--- config.mk ---
export PLATFORM = sky130hd
export DESIGN_NAME = lidar_packet_tx
export DESIGN_NICKNAME = d
export VERILOG_FILES = /design/src/rtl/lidar_packet_tx.sv
export SDC_FILE = /design/constraint.sdc
export NUM_CORES = 1
export LEC_CHECK = 0
export ABC_AREA = 1
export CORE_MARGIN = 5
export CORE_UTILIZATION = 47
export CTS_CLUSTER_DIAMETER = 80
export DETAILED_ROUTE_END_ITERATION = 10
export PLACE_DENSITY_LB_ADDON = 0.08
export RECOVER_POWER = 50
export SKIP_CTS_REPAIR_TIMING = 1
export SYNTH_ARGS = -nofsm -noshare
export SYNTH_HDL_FRONTEND = slang
export SYNTH_SLANG_ARGS = --single-unit
--- constraint.sdc ---
create_clock -name clk -period 2.62 [get_ports clk]
set_input_delay 0.524 -clock clk [delete_from_list [all_inputs] [get_ports clk]]
set_output_delay 0.524 -clock clk [all_outputs]
set_load 0.02 [all_outputs]
--- src/rtl/lidar_packet_tx.sv ---
// lidar_packet_tx
//   Serialises one LIDAR scan frame into a byte stream for a UART transmitter.
//   Frame layout (multi-byte fields LSB first):
//     HEADER, VER_LEN, speed[2], start_angle[2],
//     NUM_POINTS x {dist[2], intensity}, end_angle[2], timestamp[2], CRC
//   Total length is 3*NUM_POINTS+11 bytes.
//
//   Optional feature macro: LIDAR_TX_CRC_EN
//     defined   -> CRC byte is CRC-8 (poly 0x4D, init 0x00, MSB-first,
//                  no reflection, no final XOR) over all preceding bytes
//     undefined -> no CRC logic; CRC byte is sent as 8'h00
//
// Ports
//   clk, rst_n                      clock, asynchronous active-low reset
//   start_valid / start_ready       frame request handshake (ready only in IDLE)
//   speed, start_angle, end_angle,
//   timestamp                       frame fields, latched on start handshake
//   pt_valid / pt_ready             point handshake (ready only in PT_WAIT)
//   pt_dist, pt_intensity           point payload, latched on point handshake
//   out_valid / out_ready, out_data byte stream out
//   busy                            high while a frame is in progress
//   frame_done                      one-cycle pulse after the final byte handshake

module lidar_packet_tx #(
   parameter logic [7:0]  HEADER     = 8'h54,
   parameter logic [7:0]  VER_LEN    = 8'h2C,
   parameter int unsigned NUM_POINTS = 12
) (
   input  logic        clk,
   input  logic        rst_n,
   input  logic        start_valid,
   output logic        start_ready,
   input  logic [15:0] speed,
   input  logic [15:0] start_angle,
   input  logic [15:0] end_angle,
   input  logic [15:0] timestamp,
   input  logic        pt_valid,
   output logic        pt_ready,
   input  logic [15:0] pt_dist,
   input  logic [7:0]  pt_intensity,
   output logic        out_valid,
   input  logic        out_ready,
   output logic [7:0]  out_data,
   output logic        busy,
   output logic        frame_done
);

   typedef enum logic [2:0] {
      S_IDLE, S_HDR, S_PT_WAIT, S_PT_BYTES, S_TAIL, S_CRC
   } state_t;

   localparam logic [4:0] LAST_PT = 5'(NUM_POINTS - 1);

   state_t      r_state;
   logic [2:0]  r_byte_idx;
   logic [4:0]  r_pt_idx;
   logic [15:0] r_speed, r_start_angle, r_end_angle, r_timestamp;
   logic [15:0] r_dist;
   logic [7:0]  r_inten;
   logic        r_out_valid, r_start_ready, r_pt_ready, r_busy, r_frame_done;
   logic [7:0]  r_out_data;

   logic        w_out_hs;
   logic        w_start_hs;
   logic [7:0]  w_hdr_next, w_pt_next, w_tail_next;
   logic [7:0]  w_crc_next;

   assign w_out_hs   = r_out_valid && out_ready;
   assign w_start_hs = (r_state == S_IDLE) && start_valid && r_start_ready;

   // Byte that follows the one currently on out_data, within each section.
   always_comb begin
      w_hdr_next  = VER_LEN;
      w_pt_next   = r_inten;
      w_tail_next = r_timestamp[15:8];
      unique case (r_byte_idx)
         3'd0:    w_hdr_next = VER_LEN;
         3'd1:    w_hdr_next = r_speed[7:0];
         3'd2:    w_hdr_next = r_speed[15:8];
         3'd3:    w_hdr_next = r_start_angle[7:0];
         default: w_hdr_next = r_start_angle[15:8];
      endcase
      if (r_byte_idx == 3'd0) w_pt_next = r_dist[15:8];
      unique case (r_byte_idx)
         3'd0:    w_tail_next = r_end_angle[15:8];
         3'd1:    w_tail_next = r_timestamp[7:0];
         default: w_tail_next = r_timestamp[15:8];
      endcase
   end

`ifdef LIDAR_TX_CRC_EN
   logic [7:0] r_crc;

   function automatic logic [7:0] crc8_step(input logic [7:0] c, input logic [7:0] d);
      logic [7:0] v;
      v = c ^ d;
      for (int unsigned i = 0; i < 8; i++)
         v = v[7] ? ((v << 1) ^ 8'h4D) : (v << 1);
      return v;
   endfunction

   // w_crc_next already folds in the byte being handed off, so the final
   // TAIL handshake can load it straight into out_data as the CRC byte.
   assign w_crc_next = crc8_step(r_crc, r_out_data);

   always_ff @(posedge clk or negedge rst_n) begin
      if (!rst_n)
         r_crc <= '0;
      else if (w_start_hs)
         r_crc <= '0;
      else if (w_out_hs && (r_state != S_CRC))
         r_crc <= w_crc_next;
   end
`else
   assign w_crc_next = '0;
`endif

   always_ff @(posedge clk or negedge rst_n) begin
      if (!rst_n) begin
         r_state       <= S_IDLE;
         r_byte_idx    <= '0;
         r_pt_idx      <= '0;
         r_speed       <= '0;
         r_start_angle <= '0;
         r_end_angle   <= '0;
         r_timestamp   <= '0;
         r_dist        <= '0;
         r_inten       <= '0;
         r_out_valid   <= 1'b0;
         r_out_data    <= '0;
         r_start_ready <= 1'b1;
         r_pt_ready    <= 1'b0;
         r_busy        <= 1'b0;
         r_frame_done  <= 1'b0;
      end else begin
         r_frame_done <= 1'b0;
         unique case (r_state)
            S_IDLE: begin
               // Held low through the frame_done cycle, so frames are
               // always separated by at least one idle cycle.
               r_start_ready <= 1'b1;
               if (w_start_hs) begin
                  r_speed       <= speed;
                  r_start_angle <= start_angle;
                  r_end_angle   <= end_angle;
                  r_timestamp   <= timestamp;
                  r_byte_idx    <= '0;
                  r_pt_idx      <= '0;
                  r_out_valid   <= 1'b1;
                  r_out_data    <= HEADER;
                  r_start_ready <= 1'b0;
                  r_busy        <= 1'b1;
                  r_state       <= S_HDR;
               end
            end
            S_HDR: if (w_out_hs) begin
               if (r_byte_idx == 3'd5) begin
                  r_byte_idx  <= '0;
                  r_out_valid <= 1'b0;
                  r_pt_ready  <= 1'b1;
                  r_state     <= S_PT_WAIT;
               end else begin
                  r_byte_idx <= r_byte_idx + 3'd1;
                  r_out_data <= w_hdr_next;
               end
            end
            S_PT_WAIT: if (pt_valid) begin
               r_dist      <= pt_dist;
               r_inten     <= pt_intensity;
               r_byte_idx  <= '0;
               r_out_valid <= 1'b1;
               r_out_data  <= pt_dist[7:0];
               r_pt_ready  <= 1'b0;
               r_state     <= S_PT_BYTES;
            end
            S_PT_BYTES: if (w_out_hs) begin
               if (r_byte_idx == 3'd2) begin
                  r_byte_idx <= '0;
                  if (r_pt_idx == LAST_PT) begin
                     r_out_data <= r_end_angle[7:0];
                     r_state    <= S_TAIL;
                  end else begin
                     r_pt_idx    <= r_pt_idx + 5'd1;
                     r_out_valid <= 1'b0;
                     r_pt_ready  <= 1'b1;
                     r_state     <= S_PT_WAIT;
                  end
               end else begin
                  r_byte_idx <= r_byte_idx + 3'd1;
                  r_out_data <= w_pt_next;
               end
            end
            S_TAIL: if (w_out_hs) begin
               if (r_byte_idx == 3'd3) begin
                  r_byte_idx <= '0;
                  r_out_data <= w_crc_next;
                  r_state    <= S_CRC;
               end else begin
                  r_byte_idx <= r_byte_idx + 3'd1;
                  r_out_data <= w_tail_next;
               end
            end
            S_CRC: if (w_out_hs) begin
               r_out_valid  <= 1'b0;
               r_out_data   <= '0;
               r_busy       <= 1'b0;
               r_pt_idx     <= '0;
               r_frame_done <= 1'b1;
               r_state      <= S_IDLE;
            end
            default: r_state <= S_IDLE;
         endcase
      end
   end

   assign start_ready = r_start_ready;
   assign pt_ready    = r_pt_ready;
   assign out_valid   = r_out_valid;
   assign out_data    = r_out_data;
   assign busy        = r_busy;
   assign frame_done  = r_frame_done;

endmodule

==> results of run 1 <==
worst max-delay path, delay by kind of cell (launching register included):
kind                   cells  cell delay [ns]
DFF                        1             0.58
and+or+nand+nor            2             0.24
buffers and inverters      2             0.89
AOI/OAI and AO/OA          1             0.20
state kept, by name, summed over array words and instances (netlist names):
| signal | flops |
|---|---|
| busy | 1 |
| frame_done | 1 |
| out_data | 8 |
| out_valid | 1 |
| pt_ready | 1 |
| r_byte_idx | 3 |
| r_dist | 8 |
| r_end_angle | 16 |
| r_inten | 8 |
| r_pt_idx | 5 |
| r_speed | 16 |
| r_start_angle | 16 |
| r_state | 3 |
| r_timestamp | 16 |
| start_ready | 1 |
stage by stage:
step | power [mW] | util [%]
final | 6.72 | 60.6
after global routing | 7.37 | 60.6
after CTS | 6.79 | 61.0
after detailed placement | 5.68 | 59.0
after global placement | 5.57 | 59.0
after floorplan | 4.66 | -
power by group:
part | leakage [nW] | switching (mW) | total, mW | internal, mW
Combinational | 1.92 | 1.84 | 2.90 | 1.06
Sequential | 1.31 | 0.428 | 2.72 | 2.30
Clock | 0.111 | 0.557 | 1.10 | 0.545
synthesized netlist by cell type, types with 6 or more instances:
cell	n	area, um^2
nand2_1	390	1460
dfrtp_1	103	2580
nand3_1	57	285
nor2_1	35	131
inv_1	20	75.1
o21ai_0	19	95.1
buf_2	12	60.1
a21oi_1	10	50.1
ha_1	7	87.6
inv_2	7	26.3
clkbuf_1	6	22.5
nor2_4	6	67.6
per-layer routing:
layer / up-vias / global-route usage (%) / part of all wire (%)
met4: 0 / 7.04 / 2.3
met2: 168 / 35.4 / 48
met1: 2177 / 29.5 / 44
met3: 32 / 6.00 / 6.4
met5: - / 0 / 0
li1: 2397 / - / -
kinds of logic (layout without fill, tap and decap cells):
family,after synthesis,count (layout),share of synthesized area (%)
AOI/OAI and AO/OA,39,39,4.03
adders and majority gates,7,7,1.68
and+or+nand+nor,504,504,39.4
xor gates and xnor gates,2,2,0.336
DFF,104,104,50.0
buffers and inverters,53,157,4.54
layout make-up:
class | instances | area (um^2) | share of cell area [%]
multi-input cells | 552 | 2360 | 36.0
flip-flops and latches | 104 | 2600 | 39.7
clock inverters | 6 | 91.3 | 1.39
inverters | 27 | 101 | 1.54
well taps | 140 | 175 | 2.67
clock buffers | 10 | 128 | 1.94
repair buffers | 114 | 1100 | 16.8
path summary, 6_finish.rpt:
check / start / to / slack [ns] / cells after the start
worst max-delay path: r_state[2] / busy / 0.50 / 5
worst min-delay path: rst_n / out_valid / 0.46 / 1
worst max register to register: r_state[2] / busy / 0.50 / 5
worst min register to register: r_timestamp[3] / r_timestamp[3] / 0.48 / 2
max in group asynchronous: rst_n / r_inten[2] / 0.64 / 2
min in group clk: r_timestamp[3] / r_timestamp[3] / 0.48 / 2
==> flow_summary.json, run 1 <==
{
  "pre_cts_ws_ns": 0.381,
  "placed_area_mm2": 0.00639,
  "synth_edf_count": 0,
  "final_common_cell": "nand2_1",
  "max_stage_delay_ns": 0.69,
  "postLayoutCellArea_mm2": 0.00657,
  "first_pass_iters": 7,
  "fin_hold_ws_ns": 0.459,
  "cts_max_path_buffers": 2,
  "synth_nets": 809,
  "yosysSeqAreaShare_pct": 50.0,
  "grt_pass1_vias": 4872,
  "die_w_um": 115,
  "worstSetupStartpointType": "flop",
  "drtIter0Drc": 326,
  "grt_max_degree": 70,
  "syn_area_mm2": 0.00521,
  "grt_antenna_before_repair": 0,
  "grt_pass1_wl_mm": 23.3,
  "max_freq_mhz": 472,
  "cellLeakagePower_nw": 3.34,
  "crit_top_cell": "inv_2",
  "async_flop_share_pct": 100,
  "cts_tree": "built",
  "clockRootBuffer": "clkbuf_8",
  "cp_slowest_cell": "inv_2",
  "layout-drive-gt1-share_pct": 6.27,
  "hold_class": "in -> async",
  "floorplan.initialDensity_pct": 48.1,
  "ys_ff_latch": 104,
  "insertion_delay_ns": 0.38,
  "final_nets": 908,
  "via_count": 4774,
  "tightest_slew_ns": 1.40,
  "grt_use_total_pct": 22.1,
  "cts.clk_slew.worst_paths_ns": 0.09,
  "synthCells": 709,
  "die_area_mm2": 0.0133,
  "die-height_um": 115,
  "viasPerCell": 5.01,
  "setup_viol_count_final": 0,
  "drt-total-wl_mm": 13.5,
  "required_ns": 2.83,
  "slew_headroom_pct": 6.83,
  "remaining_drc_errors": 0,
  "clock-sinks": 104,
  "hpwl_mm": 9.89,
  "antenna_cells": 0,
  "final.period_utilization_pct": 80.8,
  "core_area_mm2": 0.0108,
  "gp_congestion": 0.926,
  "finalNonFillerCells": 953,
  "status": "finished, final reports clean",
  "crit_chain": "inv_2, nand2_1, nor2_1, inv_2, o21ai_0",
  "tns_ns": 0,
  "rsz0062_at_grt": "no",
  "port_buffers": 105,
  "finalHoldViolations": 0,
  "area_growth_pct": 26.0,
  "path_class": "reg -> reg",
  "num-fill-cells": 1054,
  "fin_skew_ns": 0.00564,
  "fin_ws_ns": 0.503,
  "overflow": 0,
  "power_density_mw_per_mm2": 1020,
  "period_minus_slack_ns": 2.12,
  "placedCellCount": 937,
  "drv_slew": 0,
  "avgSynthCellArea_um2": 7.35,
  "wire_per_inst_um": 14.1,
  "final_cell_mix": "nand2_1, clkdlybuf4s50_1, dfrtp_1",
  "cts_buffers": 9,
  "ant_nets": 0,
  "synth_flop_cell": "dfrtp_1",
  "synth_cell_types": 28,
  "yosysWarnings": 0,
  "maxCapViolCount": 0,
  "endpoint_kind": "flop",
  "critPathMaxFanout": 60,
  "fp-row-count": 38,
  "h-tree-depth": 3,
  "io_pins": 106,
  "ir_drop_uv": 469,
  "cp.arrival_ns": 2.33
}
Note: power is estimated with default switching activity, not from simulation.
==> run 2: changes to the inputs <==
Clock period 2.62 ns to 1.7 ns, I/O delays scaled along.
==> flow_summary.json, run 2 (synthesis gave the netlist of run 1 again) <==
{
  "status": "finished, violations left",
  "failed_checks": "setup timing",
  "worstSetupStartpointType": "flop",
  "floorplan.initialDensity_pct": 48.1,
  "final_nets": 948,
  "h-tree-depth": 3,
  "hpwl_mm": 10.6,
  "power_density_mw_per_mm2": 1560,
  "die-height_um": 115,
  "multi_input_area_mm2": 0.00252,
  "clock-sinks": 104,
  "path_delay_family": "simple AND/OR/NAND/NOR gates",
  "io_pins": 106,
  "cts_max_path_buffers": 2,
  "critPathMaxFanout": 5,
  "drv_slew": 0,
  "grt_pass1_vias": 4867,
  "fin_skew_ns": 0.0139,
  "area_growth_pct": 36.6,
  "ir_drop_uv": 653,
  "layout-drive-gt1-share_pct": 14.9,
  "finalHoldViolations": 0,
  "final.period_utilization_pct": 101,
  "path_class": "reg -> reg",
  "endpoint_kind": "flop",
  "remaining_drc_errors": 0,
  "slew_headroom_pct": 61.9,
  "cellLeakagePower_nw": 3.70,
  "num-fill-cells": 989,
  "wire_per_inst_um": 14.6,
  "clockRootBuffer": "clkbuf_8",
  "wl_met3_um": 828,
  "gp_congestion": 0.889,
  "drtIter0Drc": 333,
  "power_mw": 11.1,
  "period_minus_slack_ns": 1.71,
  "utilization_pct": 65.6,
  "max_freq_mhz": 585,
  "routed.top_layer": "met4",
  "tns_ns": -0.00878,
  "crit_top_cell": "nor2_4",
  "grt_antenna_before_repair": 0,
  "insertion_delay_ns": 0.38,
  "via_count": 5001,
  "fp-row-count": 38,
  "final_common_cell": "nand2_1",
  "viasPerCell": 5.04,
  "dr_wl_met2_mm": 7.08,
  "grt_use_total_pct": 22.0,
  "final_cell_mix": "nand2_1, dfrtp_1, clkdlybuf4s50_1",
  "tightest_slew_ns": 0.572,
  "required_ns": 1.99,
  "rsz0062_at_grt": "yes",
  "maxCapViolCount": 0,
  "max_stage_delay_ns": 0.45,
  "hold_class": "in -> async",
  "regArea_mm2": 0.00261,
  "path_buf_inv": 2,
  "core_area_mm2": 0.0108,
  "crit_chain": "inv_2, ha_2, inv_2, nor2_4, nor2_2, nor2_4, nand2_2, nor2_4, nand3_1, o21ai_0",
  "wl_met1_mm": 6.08,
  "cp.arrival_ns": 2.00,
  "antenna_cells": 0,
  "die_area_mm2": 0.0133,
  "cp_slowest_cell": "dfrtp_1",
  "first_pass_iters": 4,
  "port_buffers": 105,
  "cts.clk_slew.worst_paths_ns": 0.10,
  "fin_ws_ns": -0.00878,
  "die_w_um": 115,
  "grt_max_degree": 52,
  "ant_nets": 0,
  "drt-total-wl_mm": 14.5,
  "overflow": 0,
  "cts_buffers": 9,
  "cts_tree": "built",
  "setup_viol_count_final": 1,
  "grt_pass1_wl_mm": 23.1
}
[run 2: layout make-up]
type,count,share of cell area [%]
clock buffers,10,1.79
well taps,140,2.46
repair buffers,153,21.6
multi-input cells,553,35.4
clock inverters,6,0.616
inverters,27,1.42
flip-flops and latches,104,36.7
[run 2: final timing paths]
kind,cells past startpoint,end,start,slack [ns]
max,10,r_state[0],r_byte_idx[0],-0.009
min in group clk,2,start_ready,start_ready,0.48
max reg2reg,10,r_state[0],r_byte_idx[0],-0.009
min,2,r_speed[14],rst_n,0.48
min reg2reg,2,start_ready,start_ready,0.48
max in group asynchronous,3,r_dist[12],rst_n,0.20
[run 2: metal layers]
metal | up-vias | GRT usage (%)
met4 | 0 | 8.14
met2 | 149 | 36.0
met1 | 2332 | 28.7
met5 | - | 0
li1 | 2488 | -
met3 | 32 | 5.00
[run 2: power by group]
part           total (mW)  switching (mW)  internal, mW
Combinational        5.46            3.16          2.30
Clock                1.40           0.862         0.541
Sequential           4.24           0.695          3.55
[run 2: through the flow]
stage               hold WS (ns)  setup WS (ns)  cell area (um^2)  cells
finish                     0.478       -0.00878              7110    993
global route               0.479         -0.141              7110    993
CTS                       -0.150         -0.184              6840    981
detailed placement         0.268        -0.0980              6670    965
global placement           0.269        -0.0365              6670    965
floorplan                 0.0444        -0.0122              5220    709
==> patch 1 (config.mk and constraints of run 1) <==
Add a define of `LIDAR_TX_CRC_EN`.
--- a/src/rtl/lidar_packet_tx.sv
+++ b/src/rtl/lidar_packet_tx.sv
@@ -22,2 +22,4 @@
 //   frame_done                      one-cycle pulse after the final byte handshake
+
+`define LIDAR_TX_CRC_EN
 
Function: no difference found for any inputs over 10 cycles, from zero or initial values and one cycle with rst_n low; that may be too few to reach the edited logic, so the function may still have changed.
==> patch 1 against run 1 <==
Via count up 19%. Die area up 13%. Area after synthesis up 14%. Wire length up 21%. Sequential cell count up 8. Power up 33%. Global-route usage up 1.2 points. Worst setup slack worse by 0.029 ns. First-iteration DRC count up 69%. Non-clock buffer count up 2. Cell area up 14%. Sequential power up 9.2%.
==> patch 1: results (changes against run 1) <==
[pwr]
swShare_pct = 46.71  ; +4.7 points
p_leak_nw = 3.783  ; +13%
vdd_ir_drop_max_mv = 0.4678  ; -0.17%

[placed_design]
dp_hpwl_um = 12490  ; +26%
port_buffers = 105  ; unchanged
post-place-cells = 1092  ; +17%
gp_congestion = 0.8875  ; -4.2%
placed_cell_area_sq_mm = 0.007223  ; +13%
dp_slack_ns = 0.4327  ; +0.05141 ns

[layout]
diodes = 0  ; unchanged
layout.nets = 1031  ; +14%
nFillCells = 1200  ; +14%
drive_gt1_share_pct = 5.021  ; -1.3 points

[routing]
drtPass1Iterations = 6  ; -1
wl_per_cell_um = 14.70  ; +4.0%
drt_wl_total_um = 16290  ; +21%
dr_total_vias = 5663  ; +19%
dr.first_iter.drc_count = 552  ; +69%

[setup_path]
cp_slowest_cell = dfrtp_1
critPathArrivalTime_ns = 2.41  ; +0.08 ns
critPathMaxFanout = 9  ; -85%
crit_path_max_incr_delay_ns = 0.38  ; -0.31 ns
worstRegToRegCells = 14  ; +9
cp_top_family = simple AND/OR/NAND/NOR gates

[timing]
finalClockSkew_ns = 0.01009  ; +0.004456 ns
maxSlewHeadroom_pct = 29.73  ; +23 points

[yosys]
yosys_warnings = 0  ; unchanged
ys_top_cells_by_area = dfrtp_1 47%, nand2_1 25%, o21ai_0 5.1%
synth_area_per_cell_sq_um = 7.210  ; -1.9%
ys_types = 41  ; +46%
synth_commonest_cells = 403 x nand2_1, 111 x dfrtp_1, 70 x inv_1, 61 x o21ai_0, 36 x nand3_1
seq_area_frac_synth_pct = 47.08  ; -2.9 points
async_flop_share_pct = 100.0  ; unchanged
syn_nets = 926  ; +14%

[global_routing]
antenna_found_initial = 0  ; unchanged
grt_max_degree = 73  ; +4.3%
track_usage_pct = 23.36  ; +1.2 points
grt_pass1_wl_um = 27490  ; +18%

[clock_network]
root_buffer = clkbuf_16
path_clk_slew_ns = 0.08
clock_latency_ns = 0.36  ; -0.02 ns
cts_buffers = 9  ; unchanged
htreeDepth = 3  ; unchanged
clockBufferDepth = 2  ; unchanged

[min_path]
hold_path_class = in -> async

[status]
status = finished, final reports clean

patch 1: cell types whose count changed after synthesis, sizes merged, moves of 3 or more:
cell,before,now
o211ai,0,6
o21ai,25,67
dfrtp,103,111
o22ai,0,4
nand2,394,409
xor2,2,7
a21oi,11,17
or2,3,0
buf,20,16
nand4,2,5
nor2,45,37
inv,27,76
nor3,1,6
nand3,59,37
patch 1: final cells by class:
class	count	area [sq um]	area share (%)
multi-input combinational	615	2739	36.64
clock buffer	11	242.7	3.247
clock inverter	5	48.80	0.6527
inverter	77	289.0	3.866
timing repair buffer	116	1137	15.21
tap	172	215.2	2.879
sequential	112	2804	37.51
patch 1: logic make-up after synthesis:
group,count (synthesis),synth area share (%)
compound gates,105,9.874
flops,112,47.08
fa+ha+maj,7,1.471
xor+xnor,8,1.177
buf+inv,99,6.723
simple gates,495,33.68
patch 1: metal layers:
metal  track usage [%]  vias to the layer above  share of wire (%)
li1                  -                     2801                  -
met1             31.17                     2619                 45
met2             37.38                      202                 46
met3             5.207                       41                5.9
met4             8.817                        0                2.5
met5                 0                        -                  0
patch 1: path summary, 6_finish.rpt:
kind	slack [ns]	startpoint	end
max in group asynchronous	0.83	rst_n	r_start_angle[3]
max	0.47	r_byte_idx[0]	out_data[3]
min reg2reg	0.48	r_end_angle[4]	r_end_angle[4]
max reg2reg	0.47	r_byte_idx[0]	out_data[3]
min	0.33	rst_n	r_crc[2]
min in group clk	0.48	r_end_angle[4]	r_end_angle[4]
patch 1: power by group through the flow:
stage               Combinational (mW)  Sequential [mW]  Clock [mW]
floorplan                         3.16             2.94           0
global placement                  4.49             2.98           0
detailed placement                4.61             3.00           0
CTS                               4.64             2.97        1.39
global route                      5.29             3.07        1.45
finish                            4.63             2.97        1.36
==> patch 2 (flow settings as in run 1) <==
Without the edit above. Re-encode `state_t` (6 states) as Gray code, 3 bits wide.
--- a/src/rtl/lidar_packet_tx.sv
+++ b/src/rtl/lidar_packet_tx.sv
@@ -48,3 +48,3 @@
    typedef enum logic [2:0] {
-      S_IDLE, S_HDR, S_PT_WAIT, S_PT_BYTES, S_TAIL, S_CRC
+      S_IDLE = 3'b000, S_HDR = 3'b001, S_PT_WAIT = 3'b011, S_PT_BYTES = 3'b010, S_TAIL = 3'b110, S_CRC = 3'b111
    } state_t;
Formal check against the unedited RTL: no difference found for any inputs over 10 cycles, from zero or initial values and one cycle with rst_n low; not proved beyond that.
==> patch 2 against run 1 <==
Via count down 0.52%. Critical path type unchanged. Clock skew up 0.0032 ns. Worst setup slack worse by 0.16 ns. Synthesized cell count down 1.4%. Cell area up 0.11%. Area after synthesis up 0.98%. Count of clock-buffer cells in the layout up 2. Largest power group unchanged. Sequential cell count unchanged. Power up 6.9%. Wire length up 2.1%. Sequential share of layout area about the same. Critical endpoint is now r_state[0].
==> patch 2: results (changes against run 1) <==
[setup_path]
crit_path_max_incr_delay_ns = 0.67  ; -0.02 ns
cp_top_family = simple AND/OR/NAND/NOR gates
reg2reg_from = r_byte_idx[2]
cp_slowest_cell = nor2_1
worstRegToRegCells = 7  ; +2
critical_path_class = reg -> reg
critPathMaxFanout = 18  ; -70%
r2r-end = r_state[0]
rrSetupSlack_ns = 0.34  ; -0.16 ns
critPathArrivalTime_ns = 2.58  ; +0.25 ns

[yosys]
synth_area_per_cell_sq_um = 7.527  ; +2.4%
yosys.area_share.xor_xnor_pct = 0.4994  ; +0.16 points
synth_commonest_cells = 349 x nand2_1, 103 x dfrtp_1, 53 x nand3_1, 49 x nor2_1, 29 x inv_1
synth_fa_ha_area_share_pct = 1.665  ; -0.016 points
seq_area_frac_synth_pct = 49.49  ; -0.49 points
syn_nets = 799  ; -1.2%
yosys_warnings = 0  ; unchanged
async_flop_share_pct = 100.0  ; unchanged
ys_top_cells_by_area = dfrtp_1 49%, nand2_1 25%, nand3_1 5.0%
ys_types = 29  ; +3.6%
synth_compound_area_share_pct = 4.281  ; +0.25 points
synth_top_cell_by_area = dfrtp_1
synth_mux_area_share_pct = 2.140  ; +2.1 points

[clock_network]
htreeDepth = 3  ; unchanged
root_buffer = clkbuf_8
cts_buffers = 9  ; unchanged
clockBufferDepth = 2  ; unchanged
clock_latency_ns = 0.38  ; about the same
path_clk_slew_ns = 0.09  ; about the same

[placed_design]
gp_congestion = 0.8945  ; -3.4%
dp_hpwl_um = 9959  ; +0.66%
port_buffers = 105  ; unchanged
post-place-cells = 924  ; -1.4%

[flow_run]
max_cap_viol_count = 0  ; unchanged

[pwr]
vdd_ir_drop_max_mv = 0.4316  ; -7.9%
p_leak_nw = 3.335  ; -0.19%

[min_path]
hold_path_class = reg -> reg
min_from = start_ready

[timing]
finalClockSkew_ns = 0.008860  ; +0.003224 ns
worst_pin_slew_ns = 1.416  ; +0.01860 ns

[layout]
layout.nets = 895  ; -1.4%
diodes = 0  ; unchanged
instances_no_fill = 940  ; -1.4%
drive_gt1_share_pct = 6.500  ; +0.23 points

[global_routing]
antenna_found_initial = 0  ; unchanged
track_usage_pct = 21.58  ; -0.56 points
grt_pass1_vias = 4763  ; -2.2%
grt_max_degree = 105  ; +50%
grt_pass1_wl_um = 22810  ; -2.0%
overflow = 0  ; unchanged

[routing]
drtPass1Iterations = 5  ; -2
wl_per_cell_um = 14.62  ; +3.5%
dr.first_iter.drc_count = 446  ; +37%
dr_total_vias = 4749  ; -0.52%

[status]
status = finished, final reports clean

[patch 2: metal layers]
layer / GRT usage, % / routed length [um]
met5: 0 / 0
met1: 30.27 / 6250
met3: 3.916 / 871
met2: 33.18 / 6278
met4: 8.894 / 344
[patch 2: layout make-up]
| type | instances | area [sq um] |
|---|---|---|
| clock buffer | 12 | 145.1 |
| timing repair buffer | 109 | 1079 |
| multi-input combinational | 535 | 2380 |
| inverter | 36 | 137.6 |
| sequential | 104 | 2604 |
| tap | 140 | 175.2 |
| fill | 1043 | 4315 |
| clock inverter | 4 | 52.55 |
[patch 2: worst min path at each step]
stage | end | slack (ns) | cells past startpoint
after floorplan | busy | 0.23 | 0
after global placement | r_end_angle[7] | 0.45 | 2
after detailed placement | r_start_angle[7] | 0.46 | 2
after CTS | busy | 0.23 | 2
after global routing | r_speed[10] | 0.50 | 2
final | start_ready | 0.48 | 2
[patch 2: per-stage QoR]
stage / cell area (sq um) / power [mW] / hold slack, ns / worst slack [ns] / utilization (%)
after floorplan: 5261 / 5.101 / 0.2284 / 0.7466 / -
after global placement: 6400 / 6.101 / 0.4539 / 0.4207 / 58.78
after detailed placement: 6400 / 6.201 / 0.4590 / 0.3632 / 58.78
after CTS: 6598 / 7.242 / 0.2290 / 0.3394 / 60.60
after global routing: 6573 / 7.849 / 0.5022 / 0.1001 / 60.37
final: 6573 / 7.186 / 0.4791 / 0.3417 / 60.37
[patch 2: where the power goes]
part | switching (mW) | total [mW] | internal [mW] | leakage, nW
Clock | 0.554 | 1.03 | 0.473 | 0.101
Sequential | 0.441 | 2.75 | 2.31 | 1.29
Combinational | 2.19 | 3.41 | 1.22 | 1.94
